File: src/rtl/ahb_sram_slave.sv
// AHB-Lite slave front-end for a single-port SRAM with a combinational read port.
// Define AHB_SRAM_WAIT_EN to insert one wait state before every valid data phase.
module ahb_sram_slave #(
    parameter int unsigned MEM_DEPTH  = 2048,
    parameter int unsigned DATA_WIDTH = 32
) (
    input  logic                          clk,
    input  logic                          reset,
    // AHB-Lite slave
    input  logic                          hsel,
    input  logic [31:0]                   haddr,
    input  logic [1:0]                    htrans,
    input  logic                          hwrite,
    input  logic [2:0]                    hsize,
    input  logic [DATA_WIDTH-1:0]         hwdata,
    input  logic                          hready,
    output logic                          hreadyout,
    output logic                          hresp,
    output logic [DATA_WIDTH-1:0]         hrdata,
    // SRAM side
    output logic                          mem_write_en,
    output logic                          mem_read_en,
    output logic [DATA_WIDTH/8-1:0]       mem_mask,
    output logic [$clog2(MEM_DEPTH)-1:0]  mem_address,
    output logic [DATA_WIDTH-1:0]         mem_write_data,
    input  logic [DATA_WIDTH-1:0]         mem_read_data
);

    localparam int unsigned AW = $clog2(MEM_DEPTH);

    typedef enum logic [2:0] {IDLE, WAIT, DATA, ERR1, ERR2} state_t;

`ifdef AHB_SRAM_WAIT_EN
    localparam state_t VALID_ST = WAIT;
`else
    localparam state_t VALID_ST = DATA;
`endif

    state_t                 state_q, state_d;
    logic [AW+1:0]          addr_q;
    logic                   write_q;
    logic [1:0]             size_q;
    logic                   ready_q;
    logic                   resp_q;

    logic                   accept;
    logic                   capture;
    logic                   addr_err;
    logic                   xfer_err;
    logic                   data_ph;
    logic [DATA_WIDTH/8-1:0] lane_mask;

    assign accept   = hsel && hready && (htrans == 2'b10 || htrans == 2'b11);
    // WAIT and ERR1 hold hreadyout low, so no address phase can complete in them
    assign capture  = accept && (state_q == IDLE || state_q == DATA || state_q == ERR2);
    assign addr_err = 32'(haddr[31:2]) >= MEM_DEPTH;
    assign xfer_err = (hsize > 3'b010)
                   || (hsize == 3'b001 && haddr[0])
                   || (hsize == 3'b010 && haddr[1:0] != 2'b00)
                   || addr_err;

    always_comb begin
        state_d = state_q;
        case (state_q)
            WAIT:    state_d = DATA;
            ERR1:    state_d = ERR2;
            default: begin
                if (hready) begin
                    if (capture) state_d = xfer_err ? ERR1 : VALID_ST;
                    else         state_d = IDLE;
                end
            end
        endcase
    end

    always_ff @(posedge clk) begin
        if (reset) begin
            state_q <= IDLE;
            addr_q  <= '0;
            write_q <= 1'b0;
            size_q  <= 2'b00;
            ready_q <= 1'b1;
            resp_q  <= 1'b0;
        end else begin
            state_q <= state_d;
            if (capture) begin
                addr_q  <= haddr[AW+1:0];
                write_q <= hwrite;
                size_q  <= hsize[1:0];
            end
            ready_q <= !(state_d == WAIT || state_d == ERR1);
            resp_q  <= (state_d == ERR1 || state_d == ERR2);
        end
    end

    always_comb begin
        lane_mask = '0;
        case (size_q)
            2'b00:   lane_mask = 4'b0001 << addr_q[1:0];
            2'b01:   lane_mask = addr_q[1] ? 4'b1100 : 4'b0011;
            default: lane_mask = 4'b1111;
        endcase
    end

    // Reset overrides the registered state so an in-flight access is dropped immediately
    assign data_ph        = (state_q == DATA) && !reset;
    assign mem_write_en   = data_ph && write_q;
    assign mem_read_en    = data_ph && !write_q;
    assign mem_mask       = data_ph ? lane_mask : '0;
    assign mem_address    = addr_q[AW+1:2];
    assign mem_write_data = mem_write_en ? hwdata : '0;
    assign hrdata         = mem_read_en ? mem_read_data : '0;
    assign hreadyout      = reset || ready_q;
    assign hresp          = !reset && resp_q;

endmodule
File: config.mk
export PLATFORM = sky130hd
export DESIGN_NAME = ahb_sram_slave
export DESIGN_NICKNAME = d
export VERILOG_FILES = /design/src/rtl/ahb_sram_slave.sv
export SDC_FILE = /design/constraint.sdc
export NUM_CORES = 1
export LEC_CHECK = 0
export ABC_AREA = 1
export CAP_MARGIN = 10
export CORE_AREA = 5 5 69 71
export CTS_CLUSTER_SIZE = 25
export DETAILED_ROUTE_END_ITERATION = 7
export DIE_AREA = 0 0 74 76
export DONT_BUFFER_PORTS = 1
export GPL_TIMING_DRIVEN = 0
export SLEW_MARGIN = 20
export SYNTH_ARGS = -nofsm -noshare
export SYNTH_HDL_FRONTEND = slang
export SYNTH_SLANG_ARGS = --single-unit
File: constraint.sdc
create_clock -name clk -period 3.1 [get_ports clk]
set_input_delay 0.775 -clock clk [delete_from_list [all_inputs] [get_ports clk]]
set_output_delay 0.775 -clock clk [all_outputs]
set_load 0.05 [all_outputs]
==> flow_summary.yaml, run 1 <==
synthesis:
  yosysWarningCount: 0
  synthAdderAreaFrac_pct: 0
  synth_largest_area_cell: "sky130_fd_sc_hd__dfxtp_1"
  syn_avg_cell_area_um2: 5.369
  synth_top_family_by_area: "simple AND/OR/NAND/NOR gates"
  synth_simple_gate_area_share_pct: 34.72
  postSynthCellCount: 302
  syn-cell-area_um2: 1622
  netlist-cell-type-count: 18
  yosys-top-cells-area: "sky130_fd_sc_hd__dfxtp_1 (26%), sky130_fd_sc_hd__nor2_1 (24%), sky130_fd_sc_hd__inv_1 (21%)"
  synth-edff-count: 0
  muxShareOfSynthArea_pct: 0
  part_of_the_yosys_area_used_for_sequential_elements_pct: 25.93
  synth_compound_area_share_pct: 8.642
  yosys.area_share.xor_xnor_pct: 0
  async_flop_share_pct: 0
  netlist.area_leader.share_pct: 25.93
  ys.flop_type: "sky130_fd_sc_hd__dfxtp_1"
  postSynthRegisterBits: 21
  synth.most_common_cell: "sky130_fd_sc_hd__nor2_1"
  synthTopCellsByCount: "sky130_fd_sc_hd__nor2_1 (103), sky130_fd_sc_hd__inv_1 (91), sky130_fd_sc_hd__nand2_1 (24)"
  synth.net_count: 408
setup_path:
  cpLargestDelayFamily: "simple AND/OR/NAND/NOR gates"
  worstRegToRegCells: 9
  cp_slowest_stage_delay_ns: 0.74
  reg2reg_slack_ns: 1.81
  worst_ep_required_time_ns: 2.32
  critPathArrivalTime_ns: 2.18
  critical_path.n_buffers_inverters: 1
  critPathKind: "flop to primary output"
  timing.critical_path.depth: 4
  rr_startpoint: "state_q[0]"
  worst_path_fanout_max: 10
  worst_setup_path_start_kind: "flop"
  cp-end-kind: "primary output"
  cp_cell_sequence: "nor4_4 -> nand2_1 -> buf_2 -> nor2_1"
  reg2reg_to: "resp_q"
  crit_path_top_delay_cell: "sky130_fd_sc_hd__nor2_1"
sta:
  layout_worst_path_cycle_share_pct: 95.28
  tightestPinTransition_ns: 1.085
  slew-limit-headroom_pct: 27.90
  timing_max_transition_violations_final: 0
  finalSetupViolCount: 0
  fmax_mhz: 338.6
  clock_skew_ns: 0.004798
  rsz0062_at_grt: "true"
  fin_crit_ns: 2.954
  final_hold_vios: 0
  setup_ws_ns: 0.1465
power:
  pwr-share-comb_pct: 25.6
  power.switching_fraction_pct: 34.03
  power.static_leakage_nw: 1.059
  max-vdd-ir-drop_uv: 225.4
  clkPwrFrac_pct: 28.1
  p_sw_w: 0.0002124
  cellPowerDensity_nw_per_um2: 342.4
  cell_internal_pwr_w: 0.0004118
  seq_power_share_pct: 46.3
  power.total_w: 0.0006242
route:
  drt_iter0_markers: 43
  finalWirelength_um: 4788
  antenna_left: 0
  via_per_inst: 4.531
  via_count: 1622
  avgRoutedWirePerCell_um: 13.37
  post-route-drc-count: 0
  drt_pre_antenna_iters: 4
die:
  core_area_um2: 4174
  die_w_um: 74
  die_area_um2: 5624
  core.rowCount: 24
  chipHeight_um: 76
  start_util_pct: 38.85
  top_level_ports: 189
layout:
  antenna_cells: 0
  area.growth.synth_to_final_pct: 12.42
  final_core_utilization_pct: 43.68
  post_route_cells_drive_above_1_share_pct: 21.90
  finish.net_count: 413
  fill_cell_instance_count_of_the_final_layout: 477
  layoutNonFillerInstCount: 358
worst_hold_path:
  whs_endpoint: "addr_q[0]"
  hold_path_class: "flop to flop"
  min_from: "addr_q[0]"
  worst_hold_path.num_cells: 2
global_route:
  busiest_layer: "met2"
  gr-usage-met3_pct: 5.409
  grt_start_max_net_pins: 13
  grtUsageTotal_pct: 15.95
  grt_pass1_vias: 1553
  use_met1_pct: 15.27
  grt.overflow.total: 0
  number_of_antenna_violations_at_the_first_check_in_global_routing: 0
  grt.met2_usage_pct: 29.79
  grt_first_pass_wirelength_um: 7245
clocking:
  cts_made_buffers: 3
  path_clk_slew_ns: 0.08
  ctsRootBufferMaster: "sky130_fd_sc_hd__clkbuf_8"
  worst_skew_pair_later_pin_latency_ns: 0.26
  clock_tree.htree_level_count: 1
  cts_tree: "yes"
  tritoncts_num_sinks: 21
  cts_buffer_depth: 2
placement:
  port_buffers: 0
  dpl.hpwl_um: 4087
  place_congestion: 0.8733
  dp.cells: 354
  preCtsSetupSlack_ns: -0.3025
status:
  run_status: "finished clean"
run:
  cap_violations: 0
worst max-delay path by stage:
stage / from / endpoint / slack, ns
finish: state_q[0] / mem_write_data[6] / 0.15
global route: state_q[0] / mem_write_data[4] / -0.02
CTS: state_q[0] / hrdata[31] / 0.06
detailed placement: reset / hrdata[18] / -0.30
global placement: reset / hrdata[18] / -0.31
floorplan: reset / hrdata[14] / -0.11
sequential cells by signal, summed over array words and instances, names as in the netlist:
name     flops
size_q       2
ready_q      1
resp_q       1
state_q      3
write_q      1
addr_q      13
cells by family (layout without fill, tap and decap cells):
kind of cell,after synthesis,count (layout)
simple gates,139,139
flops,21,21
compound gates,28,28
buf+inv,114,118
area by class of cell:
| cell class | instances | area [um^2] | area share [%] |
|---|---|---|---|
| tap | 52 | 65.06 | 3.569 |
| multi-input combinational | 167 | 793.3 | 43.51 |
| buffer | 21 | 148.9 | 8.167 |
| clock inverter | 1 | 5.005 | 0.2745 |
| sequential | 21 | 420.4 | 23.06 |
| inverter | 93 | 349.1 | 19.15 |
| clock buffer | 3 | 41.29 | 2.265 |
through the flow:
stage / hold slack (ns) / setup TNS [ns] / cell area, um^2
CTS: 0.4706 / 0 / 1805
detailed placement: 0.4599 / -6.463 / 1702
global placement: 0.4490 / -6.579 / 1702
global route: 0.5005 / -0.08411 / 1823
floorplan: 0.4354 / -2.340 / 1637
finish: 0.4677 / 0 / 1823
worst register-to-register path: cells and delay by family (launching register included):
family | cells | cell delay [ns]
buffers and inverters | 1 | 0.20
and+or+nand+nor | 7 | 0.54
AOI/OAI and AO/OA | 1 | 0.07
DFF | 1 | 0.44
placed cells by master (no fill, tap or decap), drive strengths merged:
master,count
and2,1
buf,19
clkinv,1
nand3,3
nand2,24
clkbuf,5
a21oi,9
nor4,1
nor2,107
o21ai,19
or2,3
dfxtp,21
inv,93
power groups by stage:
| stage | registers (W) | clock network, W | logic [W] |
|---|---|---|---|
| 2_1_floorplan | 0.000294 | 0 | 0.000140 |
| 3_3_place_gp | 0.000295 | 0 | 0.000152 |
| 6_report | 0.000289 | 0.000175 | 0.000160 |
| 5_1_grt | 0.000291 | 0.000196 | 0.000176 |
| 3_5_place_dp | 0.000295 | 0 | 0.000154 |
| 4_1_cts | 0.000289 | 0.000180 | 0.000160 |
metal layers:
layer / share of wire (%) / vias to the layer above
met5: 0 / -
met4: 1.3 / 0
met3: 12 / 10
met2: 53 / 92
met1: 34 / 684
li1: - / 836
repair_timing:
item	in CTS	in global routing
hold buffers	0	0
endpoints found under the setup margin	32	10
gates resized for setup	22	7
setup buffers	0	0
Note: power is estimated with default switching activity, not from simulation.
==> run 2: changes to the inputs <==
--- a/config.mk
+++ b/config.mk
@@ -7,10 +7,10 @@
 export LEC_CHECK = 0
 export ABC_AREA = 1
 export CAP_MARGIN = 10
-export CORE_AREA = 5 5 69 71
+export CORE_AREA = 5 5 70 72
 export CTS_CLUSTER_SIZE = 25
 export DETAILED_ROUTE_END_ITERATION = 7
-export DIE_AREA = 0 0 74 76
+export DIE_AREA = 0 0 75 77
 export DONT_BUFFER_PORTS = 1
 export GPL_TIMING_DRIVEN = 0
 export SLEW_MARGIN = 20
==> flow_summary.yaml, run 2 (synthesis gave the netlist of run 1 again) <==
power:
  power.static_leakage_nw: 1.062
  max-vdd-ir-drop_uv: 232.3
  cellPowerDensity_nw_per_um2: 332.9
layout:
  layout.cells.most_common: "sky130_fd_sc_hd__inv_1"
  post_route_cells_drive_above_1_share_pct: 23.20
  layoutNonFillerInstCount: 358
  antenna_cells: 0
  most-common-layout-cells: "sky130_fd_sc_hd__inv_1 (91), sky130_fd_sc_hd__nor2_1 (65), sky130_fd_sc_hd__nor2_2 (28), sky130_fd_sc_hd__nand2_1 (24), sky130_fd_sc_hd__dfxtp_1 (21)"
  area.growth.synth_to_final_pct: 17.05
  max_ffs_per_register: 13
  multiInputGateArea_um2: 868.3
  largest_register: "addr_q"
  fill_cell_instance_count_of_the_final_layout: 465
  biggestRegsByFlops: "addr_q (13), state_q (3), size_q (2)"
  finish.instance_area_um2: 1898
  finish.net_count: 413
  seq_area_um2: 420.4
setup_path:
  reg2reg_to: "resp_q"
  critPathKind: "flop to primary output"
  reg2reg_slack_ns: 1.81
  worst_setup_path_start_kind: "flop"
  rr_startpoint: "state_q[0]"
  critPathArrivalTime_ns: 2.21
  worst_path_fanout_max: 10
  worstRegToRegCells: 9
  cp-end-kind: "primary output"
  worst_ep_required_time_ns: 2.32
sta:
  fmax_mhz: 334.7
  setup_ws_ns: 0.1118
  tightestPinTransition_ns: 1.067
  final_hold_vios: 0
  slew-limit-headroom_pct: 29.08
  finalSetupViolCount: 0
  timing_max_transition_violations_final: 0
  timing.setup.tns_ns: 0
  layout_worst_path_cycle_share_pct: 96.39
  fin_crit_ns: 2.988
  whs_ns: 0.4649
  rsz0062_at_grt: "true"
  clock_skew_ns: 0.001886
placement:
  placed_cell_area_um2: 1702
  place_congestion: 0.8835
  dpl.hpwl_um: 4348
  port_buffers: 0
  preCtsSetupSlack_ns: -0.3447
  dp.cells: 354
global_route:
  gr-usage-met3_pct: 7.059
  grtUsageTotal_pct: 15.81
  grt_start_max_net_pins: 13
  grt_first_pass_wirelength_um: 7224
  grt.met2_usage_pct: 29.09
  grt.overflow.total: 0
  grt_pass1_vias: 1533
  number_of_antenna_violations_at_the_first_check_in_global_routing: 0
  use_met1_pct: 15.01
  busiest_layer: "met2"
worst_hold_path:
  worst_hold_path.num_cells: 2
  hold_path_class: "flop to flop"
  whs_endpoint: "addr_q[0]"
  min_from: "addr_q[0]"
die:
  core_area_um2: 4234
  start_util_pct: 38.30
  die_area_um2: 5775
  top_level_ports: 189
  die_w_um: 75
  chipHeight_um: 77
  core.rowCount: 24
clocking:
  cts_hold_buf: 0
  clock_tree.htree_level_count: 1
  cts_made_buffers: 3
  worst_skew_pair_later_pin_latency_ns: 0.25
  cts_tree: "yes"
  ctsRootBufferMaster: "sky130_fd_sc_hd__clkbuf_8"
  path_clk_slew_ns: 0.08
  tritoncts_num_sinks: 21
  cts_buffer_depth: 2
  postCtsSetupRepairBufs: 0
  cts-resized-gates: 23
route:
  drt_pre_antenna_iters: 4
  finalWirelength_um: 5171
  drt_iter0_markers: 26
  avgRoutedWirePerCell_um: 14.44
  antenna_left: 0
  post-route-drc-count: 0
  via_count: 1634
  via_per_inst: 4.564
status:
  run_status: "finished clean"
run:
  cap_violations: 0
[run 2: report_power, final]
part / internal [W] / leakage (nW) / total, W / switching, W
clock: 0.0000893 / 0.0255 / 0.000175 / 0.0000860
sequential: 0.000282 / 0.172 / 0.000289 / 0.00000694
combinational: 0.0000415 / 0.865 / 0.000167 / 0.000126
[run 2: cell type report]
type,instances,area share [%]
clock inverter,1,0.2637
tap,52,3.428
buffer,21,7.844
sequential,21,22.15
inverter,93,18.39
clock buffer,3,2.175
multi-input combinational,167,45.75
[run 2: worst max-delay path by stage]
| stage | from | end | slack (ns) | depth (start not counted) |
|---|---|---|---|---|
| 2_1_floorplan | reset | hrdata[14] | -0.11 | 6 |
| 3_3_place_gp | reset | hrdata[20] | -0.37 | 6 |
| 3_5_place_dp | reset | hrdata[20] | -0.34 | 6 |
| 4_1_cts | state_q[1] | mem_write_data[7] | 0.01 | 5 |
| 5_1_grt | state_q[1] | mem_write_data[4] | -0.06 | 5 |
| 6_report | state_q[1] | mem_write_data[2] | 0.11 | 5 |
[run 2: critical path, cell delays in order (launching register included)]
cell and delay [ns]:
sky130_fd_sc_hd__dfxtp_1 0.37, sky130_fd_sc_hd__inv_1 0.09, sky130_fd_sc_hd__nor4_4 0.30, sky130_fd_sc_hd__nand2_1 0.22
sky130_fd_sc_hd__buf_2 0.24, sky130_fd_sc_hd__nor2_1 0.74
[run 2: per-layer routing]
metal / vias up / part of all wire, %
met5: - / 0
met4: 0 / 1.4
met3: 8 / 14
met2: 93 / 52
met1: 697 / 33
li1: 836 / -
[run 2: metrics by stage]
step | power, W | util, %
4_1_cts | 0.0006319 | 42.70
3_5_place_dp | 0.0004500 | 40.19
3_3_place_gp | 0.0004473 | 40.19
5_1_grt | 0.0006673 | 44.83
2_1_floorplan | 0.0004341 | -
6_report | 0.0006318 | 44.83
==> run 3: changes to the inputs <==
--- a/config.mk
+++ b/config.mk
@@ -13,6 +13,7 @@
 export DIE_AREA = 0 0 75 77
 export DONT_BUFFER_PORTS = 1
 export GPL_TIMING_DRIVEN = 0
+export SKIP_LAST_GASP = 1
 export SLEW_MARGIN = 20
 export SYNTH_ARGS = -nofsm -noshare
 export SYNTH_HDL_FRONTEND = slang
==> flow_summary.yaml, run 3 (synthesis gave the netlist of run 1 again) <==
status:
  run_status: "finished clean"
route:
  post-route-drc-count: 0
  wl_met2_um: 2643
  drt_pre_antenna_iters: 4
  finalWirelength_um: 5076
  top_layer_used: "met4"
  antenna_left: 0
  via_per_inst: 4.520
  avgRoutedWirePerCell_um: 14.18
  met3_layer_wire_length_in_the_routed_design_um: 699
  wirelength_met1_um: 1660
  drt_iter0_markers: 30
  via_count: 1618
clocking:
  worst_skew_pair_later_pin_latency_ns: 0.25
  ctsRootBufferMaster: "sky130_fd_sc_hd__clkbuf_8"
  path_clk_slew_ns: 0.08
  cts_made_buffers: 3
  clock_tree.htree_level_count: 1
  postCtsSetupRepairBufs: 0
  tritoncts_num_sinks: 21
  cts_buffer_depth: 2
  cts_tree: "yes"
run:
  cap_violations: 0
layout:
  final_core_utilization_pct: 44.00
  largest_register: "addr_q"
  area.growth.synth_to_final_pct: 14.89
  biggestRegsByFlops: "addr_q (13), state_q (3), size_q (2)"
  most-common-layout-cells: "sky130_fd_sc_hd__inv_1 (91), sky130_fd_sc_hd__nor2_1 (65), sky130_fd_sc_hd__nor2_2 (35), sky130_fd_sc_hd__nand2_1 (24), sky130_fd_sc_hd__dfxtp_1 (21)"
  antenna_cells: 0
  max_ffs_per_register: 13
  layout.cells.most_common: "sky130_fd_sc_hd__inv_1"
  layoutNonFillerInstCount: 358
  finish.net_count: 413
  post_route_cells_drive_above_1_share_pct: 23.20
die:
  start_util_pct: 38.30
  die_area_um2: 5775
  core_area_um2: 4234
  chipHeight_um: 77
  core.rowCount: 24
  die_w_um: 75
  top_level_ports: 189
global_route:
  number_of_antenna_violations_at_the_first_check_in_global_routing: 0
  grt_first_pass_wirelength_um: 7224
  grt_pass1_vias: 1533
  grt.overflow.total: 0
  grt_start_max_net_pins: 13
  grtUsageTotal_pct: 15.81
placement:
  place_congestion: 0.8835
  port_buffers: 0
  dp.cells: 354
  dpl.hpwl_um: 4348
worst_hold_path:
  hold_path_class: "flop to flop"
power:
  cellPowerDensity_nw_per_um2: 336.9
  max-vdd-ir-drop_uv: 231.3
  power.static_leakage_nw: 1.060
sta:
  rsz0062_at_grt: "true"
  fmax_mhz: 334.6
  finalSetupViolCount: 0
  fin_crit_ns: 2.989
  slew-limit-headroom_pct: 29.08
  whs_ns: 0.4649
  tightestPinTransition_ns: 1.067
  clock_skew_ns: 0.001876
  final_hold_vios: 0
  layout_worst_path_cycle_share_pct: 96.42
  timing_max_transition_violations_final: 0
setup_path:
  cp_cell_sequence: "inv_1 -> nor4_4 -> nand2_1 -> buf_2 -> nor2_1"
  critPathArrivalTime_ns: 2.21
  worst_path_fanout_max: 10
  worst_setup_path_start_kind: "flop"
  critPathKind: "flop to primary output"
  worst_ep_required_time_ns: 2.32
  critical_path.n_buffers_inverters: 2
  crit_path_top_delay_cell: "sky130_fd_sc_hd__nor2_1"
  cp-end-kind: "primary output"
  cp_slowest_stage_delay_ns: 0.74
  cpLargestDelayFamily: "simple AND/OR/NAND/NOR gates"
-- run 3: changes by cell type in the layout (fill, tap and decap cells not counted) --
cell | previous run | this run
sky130_fd_sc_hd__nor2_4 | 14 | 7
sky130_fd_sc_hd__nor2_2 | 28 | 35
-- run 3: worst reg2reg max path: stages, from the launching register on --
cell and delay (ns):
sky130_fd_sc_hd__dfxtp_1 0.44, sky130_fd_sc_hd__a21oi_1 0.06, sky130_fd_sc_hd__nand2_1 0.09, sky130_fd_sc_hd__clkbuf_2 0.20, sky130_fd_sc_hd__nand3_1 0.09, sky130_fd_sc_hd__nand2_1 0.09
sky130_fd_sc_hd__nand2_1 0.05, sky130_fd_sc_hd__nand3_1 0.08, sky130_fd_sc_hd__nand2_1 0.05, sky130_fd_sc_hd__nor2_1 0.08
-- run 3: stage by stage --
step	power (W)	worst slack [ns]	cell area, um^2	TNS (ns)
global placement	0.0004473	-0.3697	1702	-7.778
global route	0.0006634	-0.05858	1863	-0.2560
floorplan	0.0004341	-0.1114	1637	-2.340
finish	0.0006277	0.1110	1863	0
CTS	0.0006319	0.01086	1808	0
detailed placement	0.0004500	-0.3447	1702	-7.087
-- run 3: routing by layer --
metal  track usage, %  up-vias
met4            5.160        0
met5                0        -
met1            15.01      683
li1                 -      836
met2            29.09       91
met3            7.059        8
-- run 3: layout make-up --
cell class | count | area (um^2)
multi-input combinational | 167 | 833.3
buffer | 21 | 148.9
sequential | 21 | 420.4
fill | 470 | 2371
tap | 52 | 65.06
clock buffer | 3 | 41.29
inverter | 93 | 349.1
clock inverter | 1 | 5.005
-- run 3: final timing paths --
path,from,end,slack (ns),depth (start not counted)
setup / recovery,state_q[1],mem_write_data[2],0.11,5
hold / removal,addr_q[0],addr_q[0],0.46,2
setup reg to reg,state_q[0],resp_q,1.80,9
hold reg to reg,addr_q[0],addr_q[0],0.46,2
-- run 3: power breakdown --
group	leakage [nW]	switching, W	internal (W)
clock	0.0255	0.0000856	0.0000893
combinational	0.863	0.000123	0.0000409
sequential	0.172	0.00000694	0.000282
total	1.06	0.000215	0.000412
-- run 3: repair_timing --
action,4_1_cts,5_1_grt
endpoints found under the setup margin,32,20
gates resized for setup,23,16
hold buffers,0,0
